`src/rtl/reg_file_pkg.sv`:
```
// ----------------------------------------------------------------------------
// reg_file_pkg
// Shared constants for the register file: default data/address widths and the
// index of the hardwired zero register. A small helper tells generate code
// whether a given index is the zero register.
// ----------------------------------------------------------------------------
package reg_file_pkg;

    localparam int DATA_W_DEF = 32;
    localparam int ADDR_W_DEF = 5;

    // Register at this index is hardwired to zero; writes to it are dropped.
    localparam int ZERO_IDX = 0;

    function automatic bit is_zero_reg(input int idx);
        return (idx == ZERO_IDX);
    endfunction

endpackage : reg_file_pkg

```
`src/rtl/reg_cell.sv`:
```
// ----------------------------------------------------------------------------
// reg_cell
// One register of the register file. Each bit recirculates its own value
// unless the cell's load select is asserted, in which case it takes the
// incoming data bit. Asynchronous active-high clear.
//
// Ports
//   clk    in   clock, rising edge
//   rst    in   asynchronous active-high clear
//   i_sel  in   load select for this register
//   i_d    in   DATA_W load data
//   o_q    out  DATA_W register contents
// ----------------------------------------------------------------------------
module reg_cell
    import reg_file_pkg::*;
#(
    parameter int DATA_W = DATA_W_DEF
) (
    input  logic              clk,
    input  logic              rst,
    input  logic              i_sel,
    input  logic [DATA_W-1:0] i_d,
    output logic [DATA_W-1:0] o_q
);

    logic [DATA_W-1:0] r_q;
    logic [DATA_W-1:0] w_next;

    // Per-bit select gate: AND-OR mux between new data and recirculated bit.
    for (genvar b = 0; b < DATA_W; b++) begin : g_bit
        assign w_next[b] = (i_sel & i_d[b]) | (~i_sel & r_q[b]);
    end

    always_ff @(posedge clk or posedge rst) begin
        if (rst) begin
            r_q <= '0;
        end else begin
            r_q <= w_next;
        end
    end

    assign o_q = r_q;

endmodule : reg_cell

```
`src/rtl/reg_file.sv`:
```
// ----------------------------------------------------------------------------
// reg_file
// 2**ADDR_W x DATA_W register file with one write port and two combinational
// read ports. Register ZERO_IDX is hardwired to zero. While rst is high all
// registers are cleared and both read ports return zero.
//
// Optional feature (macro REG_FILE_BYPASS_EN):
//   defined   - a read port addressing the register being written this cycle
//               returns wdata combinationally (write-before-read forwarding)
//   undefined - that read port returns the old contents; the new value shows
//               up after the write edge
//
// Ports
//   clk      in   clock, rising edge
//   rst      in   asynchronous active-high reset
//   we       in   write enable
//   waddr    in   ADDR_W write index
//   wdata    in   DATA_W write data
//   raddr_a  in   ADDR_W read port A index
//   raddr_b  in   ADDR_W read port B index
//   rdata_a  out  DATA_W read port A data
//   rdata_b  out  DATA_W read port B data
// ----------------------------------------------------------------------------
module reg_file
    import reg_file_pkg::*;
#(
    parameter int DATA_W = DATA_W_DEF,
    parameter int ADDR_W = ADDR_W_DEF
) (
    input  logic              clk,
    input  logic              rst,
    input  logic              we,
    input  logic [ADDR_W-1:0] waddr,
    input  logic [DATA_W-1:0] wdata,
    input  logic [ADDR_W-1:0] raddr_a,
    input  logic [ADDR_W-1:0] raddr_b,
    output logic [DATA_W-1:0] rdata_a,
    output logic [DATA_W-1:0] rdata_b
);

    localparam int DEPTH = 2 ** ADDR_W;

    logic [DATA_W-1:0] w_q [DEPTH];

    // One cell per register; the zero register has no storage at all, so a
    // write to it is dropped simply by never having a select for it.
    for (genvar i = 0; i < DEPTH; i++) begin : g_reg
        if (is_zero_reg(i)) begin : g_zero
            assign w_q[i] = '0;
        end else begin : g_cell
            logic w_sel;

            assign w_sel = we && (waddr == ADDR_W'(i));

            reg_cell #(
                .DATA_W (DATA_W)
            ) u_cell (
                .clk   (clk),
                .rst   (rst),
                .i_sel (w_sel),
                .i_d   (wdata),
                .o_q   (w_q[i])
            );
        end
    end

    logic w_fwd_a;
    logic w_fwd_b;

`ifdef REG_FILE_BYPASS_EN
    logic w_wr_live;

    // Only a real write (nonzero target) is forwarded; a read of the zero
    // register must stay zero even while someone writes index zero.
    assign w_wr_live = we && !is_zero_reg(int'(waddr));
    assign w_fwd_a   = w_wr_live && (raddr_a == waddr);
    assign w_fwd_b   = w_wr_live && (raddr_b == waddr);
`else
    assign w_fwd_a = 1'b0;
    assign w_fwd_b = 1'b0;
`endif

    // Reset forces zero on the outputs directly so forwarded wdata cannot
    // leak out while the array is being held clear.
    always_comb begin
        rdata_a = '0;
        if (!rst) begin
            rdata_a = w_fwd_a ? wdata : w_q[raddr_a];
        end
    end

    always_comb begin
        rdata_b = '0;
        if (!rst) begin
            rdata_b = w_fwd_b ? wdata : w_q[raddr_b];
        end
    end

endmodule : reg_file

```
`config.mk`:
```
export PLATFORM = sky130hd
export DESIGN_NAME = reg_file
export DESIGN_NICKNAME = d
export VERILOG_FILES = /design/src/rtl/reg_file_pkg.sv /design/src/rtl/reg_cell.sv /design/src/rtl/reg_file.sv
export SDC_FILE = /design/constraint.sdc
export NUM_CORES = 2
export LEC_CHECK = 0
export BUFFER_PORTS_ARGS = -buffer_cell sky130_fd_sc_hd__buf_4
export CELL_PAD_IN_SITES_DETAIL_PLACEMENT = 1
export CELL_PAD_IN_SITES_GLOBAL_PLACEMENT = 1
export CORE_MARGIN = 2
export CORE_UTILIZATION = 25
export DETAILED_ROUTE_END_ITERATION = 16
export PLACE_DENSITY_LB_ADDON = 0.1
export SYNTH_ARGS = -nofsm -noshare
export SYNTH_HDL_FRONTEND = slang
export SYNTH_SLANG_ARGS = --single-unit
```
`constraint.sdc`:
```
create_clock -name clk -period 44.3 [get_ports clk]
set_input_delay 6.645 -clock clk [delete_from_list [all_inputs] [get_ports clk]]
set_output_delay 6.645 -clock clk [all_outputs]
set_load 0.1 [all_outputs]
```
==> Yosys cells after proc, flatten, opt, wreduce, memory -nomap -nowiden <==
Index checks and enable logic that the tools add are counted.
{ "op_classes": {"n_div": 0, "n_reduce_logical": 31, "muxes": 8, "magnitude_cmp": 2, "multipliers": 0, "shifts": 0, "n_addsub": 0, "eq_ne": 31, "bitwise_logic": 3009} }
{ "op_table": {"columns": ["operator", "n"], "rows": [
  ["AND 1 bit", 1984],
  ["OR 1 bit", 992],
  ["binary-select mux 32 bit (select 5 bit)", 2],
  ["2-to-1 mux 32 bit", 6],
  ["== test 5 bit, second input constant", 16],
  ["== test 5 x 4 -> 1 bit, second input constant", 8],
  ["logical AND 1 bit", 31],
  ["NOT 1 bit", 31],
  ["== test 5 x 3 -> 1 bit, second input constant", 4],
  ["greater-or-equal comparator 6 bit, second input constant", 2],
  ["NOT 5 -> 6 bit", 2],
  ["== test 5 x 2 -> 1 bit, second input constant", 2],
  ["== test 5 x 1 -> 1 bit, second input constant", 1]
]} }
{ "totals": {"regBits": 992, "latchBits": 0, "inputBits": 50, "ram_bits": 0, "romBits": 0, "wordCells": 3112, "mem_count": 0, "output_inout_bits": 64} }

==> Logic depth before layout (Yosys ltp) <==
{ "depth": {"word_depth": 5, "mapped_depth": 9, "ltp_nobuf": 4} }

==> Hierarchy <==
Synthesis repeated with hierarchy kept, for this count alone.
{ "hier_totals": {"cells_unflattened": 3473, "hier_area_um2": 58347.2} }
{ "by_module_without_submodules": {"columns": ["mod", "cells_each", "n_inst", "area_each_um2", "seq_area_each_um2"], "rows": [
  ["reg_cell", 69, 31, 1348.8, 800.8],
  ["reg_file", 1334, 1, 16534.6, 0.0]
]} }

==> Worst setup path before layout <==
Ideal clock, no wire load.
{ "synth_timing": {"path_kind": "input port to output port", "from": "input port rst", "to": "output port rdata_a[1]", "arrival_time_ns": 30.748, "cell_stages": 4, "t_required_ns": 37.655, "path_slack_ns": 6.907, "n_path_buf": 2, "path_cell_list": "clkbuf_1 > buf_1 > inv_1 > and4_1"} }
{ "synth_between": {"elab_chain_cells": 1} }
{ "synth_rtl": {"columns": ["item", "line_no", "source"], "rows": [
  ["start: declaration", "reg_file.sv:31", "input logic rst,"],
  ["2-to-1 mux 32 bit", "reg_file.sv:87", "if (!rst) begin"],
  ["end: declaration", "reg_file.sv:37", "output logic [DATA_W-1:0] rdata_a,"]
]} }
No other way between the ends.

==> Worst setup path after layout <==
{ "layout_timing": {"from": "input port raddr_a[0]", "to": "output port rdata_a[0]"} }
{ "layout_between": {"elab_chain_cells": 5} }
{ "layout_rtl": {"columns": ["item", "line_no", "source"], "rows": [
  ["start: declaration", "reg_file.sv:35", "input logic [ADDR_W-1:0] raddr_a,"],
  ["NOT 5 -> 6 bit (not written as such)", "reg_file.sv:88", "rdata_a = w_fwd_a ? wdata : w_q[raddr_a];"],
  ["binary-select mux 32 bit (select 5 bit)", "reg_file.sv:88", null],
  ["2-to-1 mux 32 bit (not written as such) (2 in series)", "reg_file.sv:88", null],
  ["2-to-1 mux 32 bit", "reg_file.sv:87", null]
]} }
No other way between the ends. The select of a mux whose other input is x is not followed.

==> reports/results.tsv <==
stage	metric	value	unit
detailed_routing	drt.antenna.violating_nets	0	
floorplanning	core	215000	µm²
hold_path	holdPathStages	1	
yosys	syn-num-nets	3826	
clock_tree	root_buffer	clkbuf_16	
floorplanning	die_area	220000	µm²
clock_tree	tritoncts	built	
timing	period_share	0.402	
place	post-dp-hpwl	122000	µm
worst_setup_path	startpoint_type	input port	
clock_tree	clk_latency	0.76	ns
floorplanning	die_w	469	µm
floorplanning	fp.dieH	469	µm
timing	drv_slew	0	
yosys	synth_cell_types	55	
clock_tree	cts_hold_buf	0	
yosys	netlist_instances	3776	
yosys	syn_area_per_cell	14.3	µm²
worst_setup_path	critPathLaunch	raddr_a[0]	
detailed_routing	post_drt_wl_per_cell	33.5	µm
clock_tree	clockBufferDepth	3	
floorplanning	floorplan.initialDensity	0.252	
yosys	async_flop_share	1.00	
detailed_routing	drt-total-wl	222000	µm
final_layout	final_util	0.287	
power_and_ir_drop	leakagePower	26.3	nW
timing	tns	0	ns
timing	max_freq	56.2	MHz
floorplanning	rows	170	
yosys	ys_seq_area_frac	0.460	
yosys	syn_area	54000	µm²
power_and_ir_drop	p_per_area	46.8	nW/µm²
clock_tree	cts_resized	0	
grt	antenna_found_initial	10	
place	port_buffers	113	
yosys	yosys_warnings	0	
timing	whs	0.510	ns
grt	grt_use_total	0.203	
worst_setup_path	reg2reg_depth	1	
detailed_routing	viasPerCell	5.22	
worst_setup_path	end_kind	output port	
final_layout	area_growth	14.2	%
worst_setup_path	path_max_fanout	49	
power_and_ir_drop	peakVddDrop	0.0390	mV
worst_setup_path	cp.arrival	11.14	ns
place	dp_cells	6400	
timing	fin_skew	0	ns
timing	slew_headroom	0.204	
timing	min_period	17.79	ns
yosys	synth_top_cells_by_area	dfrtp_1, mux2_2, mux4_2	
timing	finalHoldViolations	0	
worst_setup_path	required	37.65	ns
timing	rsz0062_at_grt	false	
yosys	dominantRegCellSynth	dfrtp_1	
final_layout	ff_latch_area	24800	µm²
clock_tree	numCtsBuffers	130	
yosys	synth_top_area_share	0.460	
flow_run	drv_cap	0	
final_layout	final_cells	6632	
timing	setup_viol	0	
detailed_routing	route.detailed.drc	0	
detailed_routing	vias	34600	
status	status	completed	
clock_tree	cts.clk_slew.worst_paths	0.05	ns
yosys	synth-seq-cells	992	
final_layout	nFillCells	22500	
final_layout	multi_input_comb_area	27400	µm²
yosys	yosys.area.top_type	dfrtp_1	
place	place_congestion	0.707	
clock_tree	htree_num_levels	4	
clock_tree	clkSinkCount	992	
hold_path	hold_path_class	flop to flop	
worst_setup_path	r2r_slack	43.48	ns
final_layout	nets	3744	
final_layout	layout_common_cells	mux2_2, dfrtp_1, mux4_2	
final_layout	layout_commonest_cell	mux2_2	
grt	grt_pass1_wl	316000	µm
grt	grt.overflow.total	0	
yosys	synth-edff-count	0	
clock_tree	cts_setup_buffers	0	
detailed_routing	drt_iter0_drc	2137	
timing	tightest_slew	1.18	ns
final_layout	layout-drive-gt1-share	0.510	
grt	grt_start_max_net_pins	145	
detailed_routing	first_pass_iters	5	
floorplanning	pin_count	114	
worst_setup_path	path_class	input port to output port	
grt	grt_pass1_vias	37400	
-- worst paths after layout --
kind                                               to
hold / removal                                   flop
setup reg to reg                                 flop
hold reg to reg                                  flop
min in group asynchronous  asynchronous set/reset pin
setup / recovery                           rdata_a[0]
max in group asynchronous  asynchronous set/reset pin
-- per-layer routing --
| layer | vias up | routed length (µm) | track usage |
|---|---|---|---|
| li1 | 14400 | - | - |
| met1 | 19400 | 105000 | 0.285 |
| met2 | 563 | 107000 | 0.335 |
| met3 | 206 | 6290 | 0.0255 |
| met4 | 2 | 4100 | 0.0406 |
| met5 | - | 12 | 0 |
-- critical path, stage by stage --
cell      delay (ns)
buf_8           0.49
buf_4           0.55
buf_4           0.68
buf_4           0.84
mux4_2          0.38
a311oi_1        0.09
a221oi_1        0.93
buf_4           0.44
-- cell usage after synthesis (all sizes together) (40+ instances only) --
master  count
nor2      101
buf       233
a211oi     40
mux4      350
a221oi     55
o21ai      78
o22ai      55
clkbuf    180
nand2      43
dfrtp     992
nor4       61
nor2b      71
mux2i     204
mux2     1111
-- kinds of logic (layout without fill, tap and decap cells) --
kind of cell | count (synthesis) | after routing | synth area share
other | 0 | 2 | 0
AND/OR/NAND/NOR | 315 | 315 | 0.0315
flip-flops | 992 | 992 | 0.460
buffers and inverters | 418 | 434 | 0.0399
multiplexers | 1665 | 1665 | 0.415
AO/OA/AOI/OAI | 386 | 386 | 0.0536
-- area by class of cell --
class	instances	share of cell area
Sequential cell	992	0.403
Tap cell	2838	0.0576
Inverter	5	0.000507
Antenna cell	2	0.0000812
Clock inverter	38	0.00682
Multi-Input combinational cell	2366	0.444
Timing Repair Buffer	199	0.0262
Clock buffer	192	0.0624
-- stage by stage --
stage / cell area (µm²) / power [mW] / worst slack [ns]
after floorplan: 54000 / 1.66 / 6.91
after global placement: 57400 / 1.82 / 26.44
after detailed placement: 57400 / 1.83 / 26.42
after CTS: 61700 / 2.93 / 26.41
after global routing: 61700 / 3.03 / 26.24
final: 61700 / 2.89 / 26.51
-- power breakdown --
part           leakage, nW  internal [mW]  switching [mW]  total [mW]
sequential            12.7           1.08           0.134        1.22
clock                 2.11          0.638           0.441        1.08
combinational         11.5          0.320           0.271       0.591
total                 26.3           2.04           0.846        2.89
(Power assumes the default switching activity.)
